[src/rtl/stream_mux_rr_if.sv]
// Stream mux bus: N upstream valid/ready/data channels and one downstream
// registered valid/ready/data/chan stream.
//   slave  : mux side (takes up_valid/up_data/down_ready, drives the rest)
//   master : environment side (mirror image)
interface stream_mux_rr_if #(
  parameter int WIDTH = 8,
  parameter int N     = 4
);
  localparam int SW = $clog2(N);

  logic [N-1:0]       up_valid;
  logic [N*WIDTH-1:0] up_data;
  logic [N-1:0]       up_ready;
  logic               down_valid;
  logic [WIDTH-1:0]   down_data;
  logic [SW-1:0]      down_chan;
  logic               down_ready;

  modport slave (
    input  up_valid, up_data, down_ready,
    output up_ready, down_valid, down_data, down_chan
  );

  modport master (
    output up_valid, up_data, down_ready,
    input  up_ready, down_valid, down_data, down_chan
  );
endinterface

[src/rtl/stream_mux_rr.sv]
// N-to-1 stream multiplexer with a single output register.
// Arbitration is round-robin (search starts after the last accepted channel)
// or fixed priority (lowest index wins), chosen per cycle by fixed_prio.
// Ports:
//   clk, rst    : clock, synchronous active-high reset
//   fixed_prio  : 0 = round-robin, 1 = fixed priority
//   bus (slave) : up_valid/up_data/up_ready per channel,
//                 down_valid/down_data/down_chan/down_ready output stream

// Per-channel lane: ready gating and AND-OR mux contribution.
module stream_mux_rr_lane #(
  parameter int WIDTH = 8
) (
  input  logic             gnt,
  input  logic             load_en,
  input  logic             rst,
  input  logic [WIDTH-1:0] data,
  output logic             ready,
  output logic [WIDTH-1:0] data_m
);
  assign ready  = gnt & load_en & ~rst;
  assign data_m = gnt ? data : '0;
endmodule

module stream_mux_rr #(
  parameter int WIDTH = 8,
  parameter int N     = 4
) (
  input  logic clk,
  input  logic rst,
  input  logic fixed_prio,
  stream_mux_rr_if.slave bus
);
  localparam int SW = $clog2(N);

  logic [N-1:0]            grant;
  logic [SW-1:0]           gidx;
  logic                    found;
  logic [SW-1:0]           last;
  logic [SW-1:0]           start;
  logic                    load_en;
  logic [N-1:0][WIDTH-1:0] data_m;
  logic [WIDTH-1:0]        sel_data;

  assign load_en = ~bus.down_valid | bus.down_ready;

  // Rotating search: first asserted valid from start, wrapping at N.
  // Grant never looks at up_data, so ready has no data dependency.
  always_comb begin
    logic [SW:0] idx;
    grant = '0;
    gidx  = '0;
    found = 1'b0;
    idx   = '0;
    if (fixed_prio || last == SW'(N-1)) start = '0;
    else                                start = last + 1'b1;
    for (int i = 0; i < N; i++) begin
      idx = {1'b0, start} + (SW+1)'(i);
      if (idx >= (SW+1)'(N)) idx = idx - (SW+1)'(N);
      if (!found && bus.up_valid[idx[SW-1:0]]) begin
        found               = 1'b1;
        grant[idx[SW-1:0]]  = 1'b1;
        gidx                = idx[SW-1:0];
      end
    end
  end

  for (genvar k = 0; k < N; k++) begin : gen_lane
    stream_mux_rr_lane #(.WIDTH(WIDTH)) u_lane (
      .gnt     (grant[k]),
      .load_en (load_en),
      .rst     (rst),
      .data    (bus.up_data[k*WIDTH +: WIDTH]),
      .ready   (bus.up_ready[k]),
      .data_m  (data_m[k])
    );
  end

  // Grant is one-hot or zero, so OR-ing the masked lanes selects the winner.
  always_comb begin
    sel_data = '0;
    for (int k = 0; k < N; k++) sel_data = sel_data | data_m[k];
  end

  // last resets to N-1 so the first round-robin search begins at channel 0.
  always_ff @(posedge clk) begin
    if (rst) begin
      bus.down_valid <= 1'b0;
      bus.down_data  <= '0;
      bus.down_chan  <= '0;
      last           <= SW'(N-1);
    end else if (load_en) begin
      if (found) begin
        bus.down_valid <= 1'b1;
        bus.down_data  <= sel_data;
        bus.down_chan  <= gidx;
        last           <= gidx;
      end else begin
        bus.down_valid <= 1'b0;
      end
    end
  end
endmodule

[src/flat_wrapper.sv]
// flat-port wrapper written by rule: the top's interface ports become plain ports
module stream_mux_rr_flat 
#(
  parameter int WIDTH = 8,
  parameter int N     = 4
)
  (clk, rst, fixed_prio, bus_up_valid, bus_up_data, bus_down_ready, bus_up_ready, bus_down_valid, bus_down_data, bus_down_chan);
  stream_mux_rr_if #(.WIDTH(WIDTH), .N(N)) bus_i ();
  input  logic clk;
  input  logic rst;
  input  logic fixed_prio;
  input wire logic [$bits(bus_i.up_valid)-1:0] bus_up_valid;
  input wire logic [$bits(bus_i.up_data)-1:0] bus_up_data;
  input wire logic [$bits(bus_i.down_ready)-1:0] bus_down_ready;
  output wire logic [$bits(bus_i.up_ready)-1:0] bus_up_ready;
  output wire logic [$bits(bus_i.down_valid)-1:0] bus_down_valid;
  output wire logic [$bits(bus_i.down_data)-1:0] bus_down_data;
  output wire logic [$bits(bus_i.down_chan)-1:0] bus_down_chan;
  assign bus_i.up_valid = bus_up_valid;
  assign bus_i.up_data = bus_up_data;
  assign bus_i.down_ready = bus_down_ready;
  assign bus_up_ready = bus_i.up_ready;
  assign bus_down_valid = bus_i.down_valid;
  assign bus_down_data = bus_i.down_data;
  assign bus_down_chan = bus_i.down_chan;
  stream_mux_rr #(.WIDTH(WIDTH), .N(N)) u_core (.clk(clk), .rst(rst), .fixed_prio(fixed_prio), .bus(bus_i));
endmodule
[config.mk]
export PLATFORM = sky130hd
export DESIGN_NAME = stream_mux_rr_flat
export DESIGN_NICKNAME = d
export VERILOG_FILES = /design/src/rtl/stream_mux_rr_if.sv /design/src/rtl/stream_mux_rr.sv /design/src/flat_wrapper.sv
export SDC_FILE = /design/constraint.sdc
export NUM_CORES = 1
export LEC_CHECK = 0
export ABC_CLOCK_PERIOD_IN_PS = 4790
export BUFFER_PORTS_ARGS = -buffer_cell sky130_fd_sc_hd__buf_4
export CORE_MARGIN = 5
export CORE_UTILIZATION = 51
export CTS_CLUSTER_SIZE = 10
export DETAILED_ROUTE_END_ITERATION = 6
export PLACE_DENSITY_LB_ADDON = 0.08
export SLEW_MARGIN = 20
export SYNTH_ARGS = -nofsm -noshare
export SYNTH_HDL_FRONTEND = slang
export SYNTH_SLANG_ARGS = --single-unit
[constraint.sdc]
create_clock -name clk -period 4.79 [get_ports clk]
set_clock_uncertainty 0.1 [all_clocks]
set_input_delay 0.479 -clock clk [delete_from_list [all_inputs] [get_ports clk]]
set_output_delay 0.479 -clock clk [all_outputs]
set_load 0.1 [all_outputs]
==> flow_summary.html <==
<table>
<tr><th>Metric</th><th>Value</th></tr>
<tr><th colspan="2">Outcome</th></tr>
<tr><td>Outcome</td><td>complete, no violations</td></tr>
<tr><th colspan="2">Placed design</th></tr>
<tr><td>I/O Buffers</td><td>54</td></tr>
<tr><td>Routability congestion estimate</td><td>0.893</td></tr>
<tr><td>Estimated wirelength of the detail-placed design</td><td>3710 um</td></tr>
<tr><th colspan="2">Final layout</th></tr>
<tr><td>Leading cell types in the layout, fill and taps excluded</td><td>sky130_fd_sc_hd__buf_4 (60), sky130_fd_sc_hd__inv_1 (19), sky130_fd_sc_hd__o21ai_0 (17), sky130_fd_sc_hd__a211oi_1 (16), sky130_fd_sc_hd__dfxtp_1 (13)</td></tr>
<tr><td>Diodes inserted</td><td>0</td></tr>
<tr><td>Most common cell after layout, fill and taps aside</td><td>sky130_fd_sc_hd__buf_4</td></tr>
<tr><td>Number of nets in the final layout</td><td>311</td></tr>
<tr><td>Layout overhead on the synthesized area</td><td>27.3%</td></tr>
<tr><td>Fraction of final layout cells with drive strength greater than 1</td><td>0.307</td></tr>
<tr><td>Fillers</td><td>285</td></tr>
<tr><th colspan="2">Yosys</th></tr>
<tr><td>Cell count after synthesis</td><td>210</td></tr>
<tr><td>Syn_area_per_cell</td><td>7.74 um^2</td></tr>
<tr><td>Number of flops mapped to enable cells by yosys</td><td>0</td></tr>
<tr><td>Sequential element share of the synthesized area</td><td>0.160</td></tr>
<tr><td>Yosys cell types</td><td>49</td></tr>
<tr><td>Post-Synthesis Cell Area</td><td>1630 um^2</td></tr>
<tr><td>Number of synthesis warnings</td><td>0</td></tr>
<tr><td>Post-Synthesis Net Count</td><td>259</td></tr>
<tr><td>Share of synthesized registers carrying an async set or reset</td><td>0</td></tr>
<tr><td>Prevailing post-synth register cell</td><td>sky130_fd_sc_hd__dfxtp_1</td></tr>
<tr><td>#FFs+latches synth</td><td>13</td></tr>
<tr><th colspan="2">Drt</th></tr>
<tr><td>Remaining routing DRC violations</td><td>0</td></tr>
<tr><td>Routed vias</td><td>1828</td></tr>
<tr><td>First drt pass iteration count</td><td>4</td></tr>
<tr><td>Number of routed nets with antenna violations</td><td>0</td></tr>
<tr><td>Drt total wl</td><td>4770 um</td></tr>
<tr><td>Wirelength per Cell</td><td>15.7 um</td></tr>
<tr><td>Vias per Instance</td><td>5.99</td></tr>
<tr><td>DRC violation total after the first TritonRoute iteration</td><td>174</td></tr>
<tr><th colspan="2">STA</th></tr>
<tr><td>Final clock period utilization by the worst path</td><td>0.909</td></tr>
<tr><td>Final-report setup violation count</td><td>0</td></tr>
<tr><td>Max Fclk</td><td>0.230 GHz</td></tr>
<tr><td>Max-slew violation count</td><td>0</td></tr>
<tr><td>Crit path time final</td><td>4.36 ns</td></tr>
<tr><td>Number of hold-slack violations in the final timing report</td><td>0</td></tr>
<tr><td>Setup_tns</td><td>0 ns</td></tr>
<tr><td>Least-Margin Pin Slew</td><td>0.790 ns</td></tr>
<tr><td>Final Hold Slack</td><td>0.357 ns</td></tr>
<tr><td>Normalized max-slew margin</td><td>0.471</td></tr>
<tr><td>Unrepaired setup endpoints after global routing</td><td>no</td></tr>
<tr><th colspan="2">Critical path</th></tr>
<tr><td>Kind of start point of the critical path</td><td>register</td></tr>
<tr><td>CP Cell Sequence</td><td>ha_1 -&gt; or3b_1 -&gt; ha_1 -&gt; mux2i_1 -&gt; mux2i_2 -&gt; a21o_1 -&gt; nor3_2 -&gt; buf_4 -&gt; nor2_1 -&gt; nor2_1 -&gt; buf_4</td></tr>
<tr><td>Worst setup path startpoint</td><td>u_core.last[0]</td></tr>
<tr><td>Required time of the critical path</td><td>4.21 ns</td></tr>
<tr><td>Buffers &amp; Inverters on Critical Path</td><td>2</td></tr>
<tr><td>Class of the most critical setup path</td><td>register to output port</td></tr>
<tr><td>Worst Setup End Kind</td><td>output port</td></tr>
<tr><td>Crit path max-delay family</td><td>adder cells</td></tr>
<tr><td>Critical path's largest stage delay</td><td>0.49 ns</td></tr>
<tr><td>Library cell contributing the largest single delay on the critical path</td><td>sky130_fd_sc_hd__or3b_1</td></tr>
<tr><td>Highest fanout seen on the critical path</td><td>14</td></tr>
<tr><td>Worst R2R Start</td><td>u_core.last[0]</td></tr>
<tr><td>Arrival time of the worst setup path</td><td>3.78 ns</td></tr>
<tr><th colspan="2">Power</th></tr>
<tr><td>Pwr per Cell Area</td><td>443 nW/um^2</td></tr>
<tr><td>Part of the power in the clock network</td><td>0.075</td></tr>
<tr><td>Switching pwr</td><td>0.543 mW</td></tr>
<tr><td>Worst supply voltage drop on vdd</td><td>0.271 mV</td></tr>
<tr><td>Relative contribution of sequential cells to total power</td><td>0.175</td></tr>
<tr><td>Cell Int Power</td><td>0.375 mW</td></tr>
<tr><td>Combinational group share of total power</td><td>0.750</td></tr>
<tr><td>Leakage power of the design</td><td>0.890 nW</td></tr>
<tr><td>Sw frac</td><td>0.592</td></tr>
<tr><th colspan="2">CTS</th></tr>
<tr><td>Number of clock sinks</td><td>13</td></tr>
<tr><td>Clock-pin slew of the registers on the worst-case setup and hold paths</td><td>0.07 ns</td></tr>
<tr><td>TritonCTS clock tree</td><td>yes</td></tr>
<tr><td>Clock latency reported for the late side of the worst-skew pair</td><td>0.27 ns</td></tr>
<tr><td>CTS root buf</td><td>sky130_fd_sc_hd__clkbuf_4</td></tr>
<tr><td>CTS Buf Count</td><td>3</td></tr>
<tr><td>Post-CTS Setup Repair Bufs</td><td>0</td></tr>
<tr><td>Quantity of gates resized following cts</td><td>0</td></tr>
<tr><td>Max Buffers Root-to-Sink</td><td>2</td></tr>
<tr><td># H-tree levels</td><td>1</td></tr>
<tr><td>Number of buffers added to fix hold violations after cts</td><td>0</td></tr>
<tr><th colspan="2">Hold path</th></tr>
<tr><td>Worst min-delay path class</td><td>register to register</td></tr>
<tr><td>Beginning of the worst hold path</td><td>u_core.bus.down_chan[1]</td></tr>
<tr><th colspan="2">Floorplanning</th></tr>
<tr><td>Die area</td><td>4420 um^2</td></tr>
<tr><td>Number of placed I/O pins</td><td>55</td></tr>
<tr><td>Y dimension of the die</td><td>66.5 um</td></tr>
<tr><td>Die width</td><td>66.5 um</td></tr>
<tr><td>Core Region</td><td>3050 um^2</td></tr>
<tr><td>Effective utilization at floorplan</td><td>0.532</td></tr>
<tr><td># rows</td><td>20</td></tr>
<tr><th colspan="2">Global route</th></tr>
<tr><td>Total global routing overflow</td><td>0</td></tr>
<tr><td>Number of global-route vias before repair</td><td>1708</td></tr>
<tr><td>Combined global-route utilization of all metal layers</td><td>0.220</td></tr>
<tr><td>Largest net degree at the start of global routing</td><td>15</td></tr>
<tr><td>First-pass GRT wire length</td><td>7760 um</td></tr>
<tr><td>Antenna violations before repair</td><td>0</td></tr>
<tr><th colspan="2">Job</th></tr>
<tr><td>Number of maximum-capacitance constraint violations</td><td>0</td></tr>
</table>
-- power by group through the flow --
stage	registers, mW	logic [mW]	clock network (mW)
after floorplan	0.353	0.346	0
after global placement	0.161	0.683	0
after detailed placement	0.163	0.684	0
after CTS	0.160	0.685	0.0707
after global routing	0.166	0.730	0.0790
final	0.161	0.689	0.0686
-- state kept, by name, summed over array words and instances, names as in the netlist --
| signal | cells |
|---|---|
| u_core.bus.down_chan | 2 |
| u_core.bus.down_valid | 1 |
| u_core.bus.down_data | 8 |
| u_core.last | 2 |
-- stage by stage --
stage                     area, um^2   util  setup slack (ns)  cells  power, mW
final                           2070  0.678             0.434    305      0.918
after detailed placement        2040  0.669             0.756    301      0.847
after CTS                       2070  0.678             0.444    305      0.916
after global placement          2040  0.669             0.867    301      0.845
after global routing            2070  0.678             0.192    305      0.974
after floorplan                 1630      -              1.08    210      0.699
-- per-layer routing --
metal / wire length (um) / GRT usage
met2: 2280 / 0.387
met4: 0 / 0.0254
met5: 0 / 0
met1: 2080 / 0.283
met3: 407 / 0.0438
-- kinds of logic (layout without fill, tap and decap cells) --
kind of cell / Yosys count / count (layout) / share of synthesized area
muxes: 8 / 8 / 0.0616
buffers and inverters: 33 / 84 / 0.100
and+or+nand+nor: 69 / 69 / 0.246
adders and majority gates: 9 / 9 / 0.0693
DFF: 13 / 13 / 0.160
AOI/OAI and AO/OA: 78 / 78 / 0.363
-- worst paths after layout --
path	to	slack [ns]	cells past startpoint
worst max-delay path	bus_up_ready[2]	0.43	11
worst min-delay path	u_core.bus.down_chan[1]	0.36	2
worst max register to register	u_core.bus.down_data[0]	0.90	9
worst min register to register	u_core.bus.down_chan[1]	0.36	2
-- synthesized netlist by cell type, types with 5 or more instances --
cell type	count	area, um^2
sky130_fd_sc_hd__inv_1	19	71.3
sky130_fd_sc_hd__o21ai_0	17	85.1
sky130_fd_sc_hd__a211oi_1	16	120
sky130_fd_sc_hd__dfxtp_1	13	260
sky130_fd_sc_hd__nand2b_1	10	62.6
sky130_fd_sc_hd__nor2_1	10	37.5
sky130_fd_sc_hd__nor3_1	10	50.1
sky130_fd_sc_hd__a21oi_1	9	45.0
sky130_fd_sc_hd__a22oi_1	9	67.6
sky130_fd_sc_hd__ha_1	9	113
sky130_fd_sc_hd__nand2_1	9	33.8
sky130_fd_sc_hd__a32oi_1	8	70.1
sky130_fd_sc_hd__nor4_1	8	50.1
sky130_fd_sc_hd__a31oi_1	5	31.3
-- worst reg2reg max path, cell delays in order, from the launching register on --
cell	delay, ns
sky130_fd_sc_hd__dfxtp_1	0.41
sky130_fd_sc_hd__ha_1	0.42
sky130_fd_sc_hd__or3b_1	0.49
sky130_fd_sc_hd__ha_1	0.46
sky130_fd_sc_hd__mux2i_1	0.14
sky130_fd_sc_hd__mux2i_2	0.41
sky130_fd_sc_hd__a21o_1	0.50
sky130_fd_sc_hd__o31ai_4	0.22
sky130_fd_sc_hd__nor4_1	0.48
sky130_fd_sc_hd__a32oi_1	0.15
-- final cells by class --
type | instances | area, um^2 | area share
multi-input combinational | 164 | 1200 | 0.581
sequential | 13 | 260 | 0.126
timing repair buffer | 60 | 450 | 0.218
tap | 44 | 55.1 | 0.0266
clock buffer | 4 | 26.3 | 0.0127
inverter | 20 | 75.1 | 0.0363
(Power assumes the default switching activity.)
